==> config.mk <==
export PLATFORM = sky130hd
export DESIGN_NAME = mux_tree_reg
export DESIGN_NICKNAME = d
export VERILOG_FILES = /design/src/rtl/mux_tree_reg.sv
export SDC_FILE = /design/constraint.sdc
export NUM_CORES = 1
export LEC_CHECK = 0
export ABC_CLOCK_PERIOD_IN_PS = 1100
export CORE_MARGIN = 5
export CORE_UTILIZATION = 36
export DETAILED_ROUTE_END_ITERATION = 10
export PLACE_DENSITY = 0.67
export SLEW_MARGIN = 15
export SYNTH_ARGS = -nofsm -noshare
export SYNTH_HDL_FRONTEND = slang
export SYNTH_SLANG_ARGS = --single-unit
==> constraint.sdc <==
create_clock -name clock -period 1.1 [get_ports clock]
set_input_delay 0.22 -clock clock [delete_from_list [all_inputs] [get_ports clock]]
set_output_delay 0.22 -clock clock [all_outputs]
set_load 0.005 [all_outputs]
==> src/rtl/mux_tree_reg.sv <==
// mux_tree_reg: CHANNELS-to-1 selection of WIDTH-bit words through a
// pipelined binary tree of registered 2:1 muxes. A valid bit and the full
// effective select (channel tag) travel alongside the data, so out,
// out_valid and out_sel appear exactly SEL_W enabled cycles after input.
// An internal round-robin counter can supply the select (auto=1).
//
// Optional feature macro: MUX_TREE_REG_PARITY_EN adds out_parity, the even
// parity (XOR) of the selected word, pipelined with matching latency.
//
// Ports:
//   clock      rising-edge clock
//   reset      asynchronous active-high reset
//   enable     global clock enable (0 = stall, every register holds)
//   in_valid   current input slice is meaningful
//   data_in    flattened inputs, channel c at [c*WIDTH +: WIDTH]
//   sel        external channel select (used when auto=0)
//   auto       1 = round-robin scan counter supplies the select
//   out        selected word
//   out_valid  out carries a valid word
//   out_sel    channel index that produced out
//   out_parity XOR of the selected word (MUX_TREE_REG_PARITY_EN only)
module mux_tree_reg #(
  parameter int WIDTH    = 3,
  parameter int CHANNELS = 4,
  localparam int SEL_W   = $clog2(CHANNELS)
) (
  input  logic                      clock,
  input  logic                      reset,
  input  logic                      enable,
  input  logic                      in_valid,
  input  logic [CHANNELS*WIDTH-1:0] data_in,
  input  logic [SEL_W-1:0]          sel,
  input  logic                      auto,
  output logic [WIDTH-1:0]          out,
  output logic                      out_valid,
  output logic [SEL_W-1:0]          out_sel
`ifdef MUX_TREE_REG_PARITY_EN
  ,
  output logic                      out_parity
`endif
);

  localparam int unsigned L = SEL_W;

  logic [WIDTH-1:0] leaf [CHANNELS];
  logic [SEL_W-1:0] scan_cnt;
  logic [SEL_W-1:0] eff_sel;

  // Tree nodes stored as a binary heap: node 0 is the output register,
  // node j has children 2j+1 (lower channels) and 2j+2 (upper channels).
  // Stage k occupies nodes (CHANNELS>>k)-1 .. 2*(CHANNELS>>k)-2.
  logic [WIDTH-1:0] node  [CHANNELS-1];
  logic [L-1:0]     v_q;
  logic [SEL_W-1:0] t_q   [L];

  always_comb begin
    for (int unsigned c = 0; c < CHANNELS; c++) begin
      leaf[c] = data_in[c*WIDTH +: WIDTH];
    end
  end

  assign eff_sel = auto ? scan_cnt : sel;

  always_ff @(posedge clock or posedge reset) begin
    if (reset) begin
      scan_cnt <= '0;
      v_q      <= '0;
      for (int unsigned n = 0; n < CHANNELS - 1; n++) begin
        node[n] <= '0;
      end
      for (int unsigned k = 0; k < L; k++) begin
        t_q[k] <= '0;
      end
    end else if (enable) begin
      // Stage 1 picks between adjacent input channels with eff_sel bit 0.
      for (int unsigned i = 0; i < (CHANNELS >> 1); i++) begin
        node[(CHANNELS >> 1) - 1 + i] <= eff_sel[0] ? leaf[2*i + 1] : leaf[2*i];
      end
      // Stage k uses bit k-1 of the tag travelling with stage k-1's data.
      for (int unsigned k = 2; k <= L; k++) begin
        for (int unsigned i = 0; i < (CHANNELS >> k); i++) begin
          node[(CHANNELS >> k) - 1 + i] <= t_q[k-2][k-1]
            ? node[2*(CHANNELS >> k) + 2*i]
            : node[2*(CHANNELS >> k) - 1 + 2*i];
        end
      end
      v_q[0] <= in_valid;
      t_q[0] <= eff_sel;
      for (int unsigned k = 1; k < L; k++) begin
        v_q[k] <= v_q[k-1];
        t_q[k] <= t_q[k-1];
      end
      // Power-of-two channel count makes the natural wrap the round-robin wrap.
      if (in_valid && auto) begin
        scan_cnt <= scan_cnt + 1'b1;
      end
    end
  end

  assign out       = node[0];
  assign out_valid = v_q[L-1];
  assign out_sel   = t_q[L-1];

`ifdef MUX_TREE_REG_PARITY_EN
  logic [L-1:0] par_q;

  always_ff @(posedge clock or posedge reset) begin
    if (reset) begin
      par_q <= '0;
    end else if (enable) begin
      par_q[0] <= ^leaf[eff_sel];
      for (int unsigned k = 1; k < L; k++) begin
        par_q[k] <= par_q[k-1];
      end
    end
  end

  assign out_parity = par_q[L-1];
`endif

endmodule

==> impl_metrics.py, run 1 <==
metrics = {
    "worst_setup_path": {
        "cp-start-kind": "flop",
        "critPathMaxStageDelay_ns": 0.41,
        "crit_buf_inv": 1,
        "required_ns": 1.29,
        "cp_cell_sequence": "mux2i_4 > buf_12 > mux2i_1 > a21oi_1",
        "endpoint_kind": "flop",
        "crit_type": "flop to flop",
        "crit_path_max_fanout": 7,
        "arrival_ns": 1.28,
        "cp_slowest_cell": "dfrtp_1",
        "critPathTopFamily": "flip-flops",
    },
    "layout": {
        "area_delta_synth_final_pct": 39.9,
        "final_area_um2": 1090,
        "fillers": 193,
        "final_cell_mix": "clkdlybuf4s50_1 (17), dfrtp_1 (17), nor2_1 (11), a21oi_1 (11)",
        "layout-drive-gt1-share_pct": 26.5,
        "utilization_pct": 54.3,
        "final_cells": 125,
        "antenna_cells": 0,
        "nets": 118,
    },
    "timing": {
        "setup_tns_ns": 0,
        "max_slew_margin_pct": 85.1,
        "setup_viol": 0,
        "rsz0062_at_grt": "yes",
        "finalCriticalPeriod_ns": 1.09,
        "maxSlewViolCount": 0,
        "whs_ns": 0.228,
        "finalClockSkew_ns": 0.00827,
        "timing.final.crit_share_pct": 99.0,
        "hold_viol": 0,
        "tightest_slew_ns": 0.224,
        "fmax_ghz": 0.918,
    },
    "placed_design": {
        "dpl.hpwl_mm": 1.08,
        "gp_congestion": 0.661,
        "placed_cell_area_um2": 1060,
        "placement.io_buffers": 24,
        "dpl.cell_count": 117,
    },
    "synth": {
        "synth_simple_gate_area_share_pct": 6.76,
        "seq_area_frac_synth_pct": 54.8,
        "synth_seq_cells": 17,
        "synth_top_family_by_area": "multiplexers",
        "synth_xor_area_share_pct": 2.25,
        "synthMuxAreaShare_pct": 21.6,
        "synth-compound-area-share_pct": 7.09,
        "netlist_instances": 68,
        "synth.distinct_cells": 14,
        "yosys_warnings": 0,
        "synth_area_per_cell_um2": 11.4,
        "syn_nets": 87,
        "synthAdderAreaFrac_pct": 0,
        "synth.cell_area_um2": 777,
    },
    "power_and_ir_drop": {
        "pwr-share-seq_pct": 48.4,
        "p_sw_mw": 0.507,
        "clockPowerShare_pct": 18.3,
        "pwr-share-comb_pct": 33.3,
        "ir_worst_vdd_v": 0.000684,
        "leakage_nw": 0.489,
        "netSwitchingFraction_pct": 28.0,
        "p_int_mw": 1.31,
        "power_density_nw_per_um2": 1670,
    },
    "detailed_routing": {
        "vias": 569,
        "wl_per_cell_um": 11.7,
        "drcViolationCount": 0,
        "postRouteAntennaNets": 0,
        "viasPerCell": 4.55,
        "totalWireLength_mm": 1.46,
        "dr.pass1.iters": 4,
        "drt_iter0_drc": 14,
    },
    "clocking": {
        "cts_made_buffers": 3,
        "path_clk_slew_ns": 0.10,
        "tritoncts": "done",
        "cts_num_sinks": 17,
        "htree_levels": 1,
        "ctsLongestPathBuffers": 2,
        "clk_latency_ns": 0.30,
        "clockRootBuffer": "clkbuf_4",
    },
    "status": {
        "status": "finished clean",
    },
    "floorplan": {
        "rows": 16,
        "die_w_um": 56.5,
        "dieArea_um2": 3190,
        "die_height_um": 56.5,
        "start_util_pct": 38.8,
        "boundaryPins": 25,
        "coreArea_um2": 2000,
    },
    "global_routing": {
        "antenna_found_initial": 0,
        "grt_pass1_wl_mm": 2.59,
        "grt_usage_pct": 10.8,
        "grt_max_degree": 20,
        "overflow": 0,
        "grt_pass1_vias": 591,
    },
    "hold_path": {
        "hold_path.class": "primary input to async pin",
    },
    "run": {
        "maxCapViolations": 0,
    },
}
[metal layers]
layer,wire [um],GRT usage [%],vias to the layer above
li1,-,-,286
met1,657,12.7,261
met2,693,16.0,19
met3,78,3.44,3
met4,34,8.14,0
met5,0,0,-
[synthesized netlist by cell type]
master | instances | area [um2]
buf_4 | 5 | 37.5
nand4_1 | 1 | 6.26
buf_2 | 2 | 10.0
mux2i_4 | 1 | 22.5
buf_1 | 1 | 3.75
mux2_2 | 4 | 45.0
clkbuf_1 | 1 | 3.75
a21oi_1 | 11 | 55.1
nand3_1 | 1 | 5.00
inv_1 | 1 | 3.75
dfrtp_1 | 17 | 425
mux2i_1 | 10 | 100
xnor2_1 | 2 | 17.5
nor2_1 | 11 | 41.3
[cell families after synthesis]
group	Yosys count
AOI/OAI and AO/OA	11
xor gates and xnor gates	2
buffers and inverters	10
DFF	17
muxes	15
and+or+nand+nor	13
[sequential cells by signal, summed over array words and instances (netlist names)]
name	count
out	3
t_q	2
out_sel	2
node	6
scan_cnt	2
v_q	2
[power groups by stage]
| stage | Combinational [mW] | Clock (mW) | Sequential [mW] |
|---|---|---|---|
| after floorplan | 0.370 | 0 | 0.869 |
| after global placement | 0.591 | 0 | 0.895 |
| after detailed placement | 0.598 | 0 | 0.898 |
| after CTS | 0.588 | 0.354 | 0.881 |
| after global routing | 0.665 | 0.380 | 0.899 |
| final | 0.603 | 0.332 | 0.878 |
[cell type report]
type / count / area [um2] / share of cell area (%)
sequential: 17 / 425 / 39.1
timing repair buffer: 35 / 304 / 28.0
multi-input combinational: 41 / 293 / 26.9
tap: 27 / 33.8 / 3.11
clock buffer: 3 / 22.5 / 2.07
clock inverter: 1 / 5.00 / 0.460
inverter: 1 / 3.75 / 0.345
[through the flow]
step	worst slack [ns]	power [mW]
3_3_place_gp	-0.460	1.49
4_1_cts	-0.00576	1.82
2_1_floorplan	0.00327	1.24
3_5_place_dp	-0.488	1.50
6_report	0.0106	1.81
5_1_grt	-0.0567	1.94
[worst paths after layout]
| kind | cells past startpoint | end | from | slack (ns) |
|---|---|---|---|---|
| setup / recovery | 4 | node[3]$_DFFE_PP0P_ | scan_cnt[0]$_DFFE_PP0P_ | 0.01 |
| hold / removal | 3 | out_sel[1]$_DFFE_PP0P_ | reset | 0.23 |
| setup reg to reg | 4 | node[3]$_DFFE_PP0P_ | scan_cnt[0]$_DFFE_PP0P_ | 0.01 |
| hold reg to reg | 1 | scan_cnt[1]$_DFFE_PP0P_ | scan_cnt[1]$_DFFE_PP0P_ | 0.48 |
| max in group asynchronous | 3 | scan_cnt[1]$_DFFE_PP0P_ | reset | 0.68 |
| min in group clock | 1 | scan_cnt[1]$_DFFE_PP0P_ | scan_cnt[1]$_DFFE_PP0P_ | 0.48 |
[repair_timing]
item                                    CTS  global route
pin swaps                                 6             0
resized for setup                        25             0
endpoints found under the setup margin   12             6
setup buffers                             3             1
hold buffers                              0             0
[worst min-delay path, delay by kind of cell]
| kind | cells | cell delay, ns |
|---|---|---|
| buf+inv | 3 | 0.69 |
Power figures use the tool's default switching activity.
==> run 2, diff against run 1 <==
Settings changed: PLACE_DENSITY 0.67 to 0.63.
==> impl_metrics.py, run 2 (synthesized netlist as in run 1, its figures left out) <==
metrics = {
    "timing": {
        "finalCriticalPeriod_ns": 1.11,
        "fmax_ghz": 0.902,
        "tightest_slew_ns": 0.238,
        "maxSlewViolCount": 0,
        "finalClockSkew_ns": 0.00232,
        "finalWorstSetupSlack_ns": -0.00853,
        "max_slew_margin_pct": 84.2,
        "setup_tns_ns": -0.0153,
        "hold_viol": 0,
        "rsz0062_at_grt": "yes",
        "timing.final.crit_share_pct": 101,
        "setup_viol": 2,
    },
    "placed_design": {
        "placement.io_buffers": 24,
        "dpl.hpwl_mm": 1.07,
        "dpl.cell_count": 117,
        "gp_congestion": 0.693,
        "placed_cell_area_um2": 1070,
    },
    "detailed_routing": {
        "met1Wirelength_um": 660,
        "dr.pass1.iters": 3,
        "vias": 552,
        "wl_per_cell_um": 11.6,
        "dr_wl_met2_um": 689,
        "route.met3.wl_um": 48,
        "drcViolationCount": 0,
        "viasPerCell": 4.52,
        "totalWireLength_mm": 1.42,
        "postRouteAntennaNets": 0,
        "drt_iter0_drc": 3,
        "top_layer": "met4",
    },
    "floorplan": {
        "die_height_um": 56.5,
        "start_util_pct": 38.8,
        "coreArea_um2": 2000,
        "die_w_um": 56.5,
        "boundaryPins": 25,
        "rows": 16,
        "dieArea_um2": 3190,
    },
    "global_routing": {
        "grt_usage_pct": 9.46,
        "grt_max_degree": 19,
        "overflow": 0,
        "grt_pass1_vias": 557,
        "antenna_found_initial": 0,
        "grt_pass1_wl_mm": 2.44,
    },
    "worst_setup_path": {
        "endpoint_kind": "flop",
        "required_ns": 1.27,
        "crit_type": "flop to flop",
        "arrival_ns": 1.28,
        "crit_path_max_fanout": 7,
        "cp-start-kind": "flop",
    },
    "layout": {
        "largest_register_ffs": 6,
        "fillers": 195,
        "final_area_um2": 1080,
        "layout-drive-gt1-share_pct": 24.2,
        "multiInputGateArea_um2": 297,
        "antenna_cells": 0,
        "final_cells": 122,
        "top_register": "node",
        "nets": 115,
        "ff_latch_area_um2": 425,
        "final_cell_mix": "clkdlybuf4s50_1 (17), dfrtp_1 (17), nor2_1 (11), a21oi_1 (11), mux2i_1 (9)",
        "area_delta_synth_final_pct": 39.0,
    },
    "clocking": {
        "cts_num_sinks": 17,
        "ctsLongestPathBuffers": 2,
        "tritoncts": "done",
        "clockRootBuffer": "clkbuf_4",
        "htree_levels": 1,
        "clk_latency_ns": 0.27,
        "cts_made_buffers": 3,
        "path_clk_slew_ns": 0.09,
    },
    "power_and_ir_drop": {
        "ir_worst_vdd_v": 0.000851,
        "power_density_nw_per_um2": 1630,
        "leakage_nw": 0.477,
    },
    "run": {
        "maxCapViolations": 0,
    },
    "status": {
        "violations": "negative setup slack",
        "status": "finished, violations left",
    },
    "hold_path": {
        "hold_path.class": "primary input to async pin",
    },
}
==> run 2: cell types whose count changed in the layout (fill, tap and decap cells not counted), sizes merged <==
cell	delta
buf	-7
clkinv	-1
clkbuf	+5
==> run 2: path summary, 6_finish.rpt <==
kind	endpoint	start	slack (ns)	depth (start not counted)
worst max-delay path	node[2]$_DFFE_PP0P_	scan_cnt[0]$_DFFE_PP0P_	-0.009	4
worst min-delay path	out[1]$_DFFE_PP0P_	reset	0.25	3
worst max register to register	node[2]$_DFFE_PP0P_	scan_cnt[0]$_DFFE_PP0P_	-0.009	4
worst min register to register	scan_cnt[1]$_DFFE_PP0P_	scan_cnt[1]$_DFFE_PP0P_	0.48	1
max in group asynchronous	v_q[1]$_DFFE_PP0P_	reset	0.66	3
min in group clock	scan_cnt[1]$_DFFE_PP0P_	scan_cnt[1]$_DFFE_PP0P_	0.48	1
==> run 2: where the power goes <==
group	switching (mW)	internal [mW]
combinational	0.207	0.357
sequential	0.104	0.780
clock	0.172	0.140
==> run 2: final cells by class <==
cell class                      count  share of cell area [%]
Clock buffer                        4                    2.43
Inverter                            1                   0.348
Multi-Input combinational cell     41                    27.5
Sequential cell                    17                    39.4
Tap cell                           27                    3.13
Timing Repair Buffer               32                    27.2
==> run 2: repair_timing <==
item | in CTS | in global routing
gates resized for setup | 17 | 5
hold buffers | 0 | 0
endpoints found under the setup margin | 12 | 10
setup buffers | 0 | 1
pin swaps | 1 | 3
==> run 2: worst max-delay path, stage by stage, from the launching register on <==
cell	delay, ns
dfrtp_1	0.41
mux2i_4	0.17
buf_12	0.15
mux2i_2	0.19
a21oi_1	0.08
==> run 2: routing by layer <==
metal	vias up	global-route usage, %
met2	12	16.5
met4	0	4.07
met1	258	11.1
met3	2	1.83
met5	-	0
li1	280	-
==> run 2: stage by stage <==
| stage | worst slack [ns] | power (mW) | utilization (%) | hold slack [ns] |
|---|---|---|---|---|
| after floorplan | 0.00327 | 1.24 | - | 0.146 |
| after global placement | -0.465 | 1.50 | 53.6 | 0.470 |
| after detailed placement | -0.488 | 1.51 | 53.6 | 0.467 |
| after CTS | -0.0163 | 1.79 | 54.4 | 0.256 |
| after global routing | -0.0745 | 1.89 | 53.9 | 0.268 |
| final | -0.00853 | 1.76 | 53.9 | 0.250 |
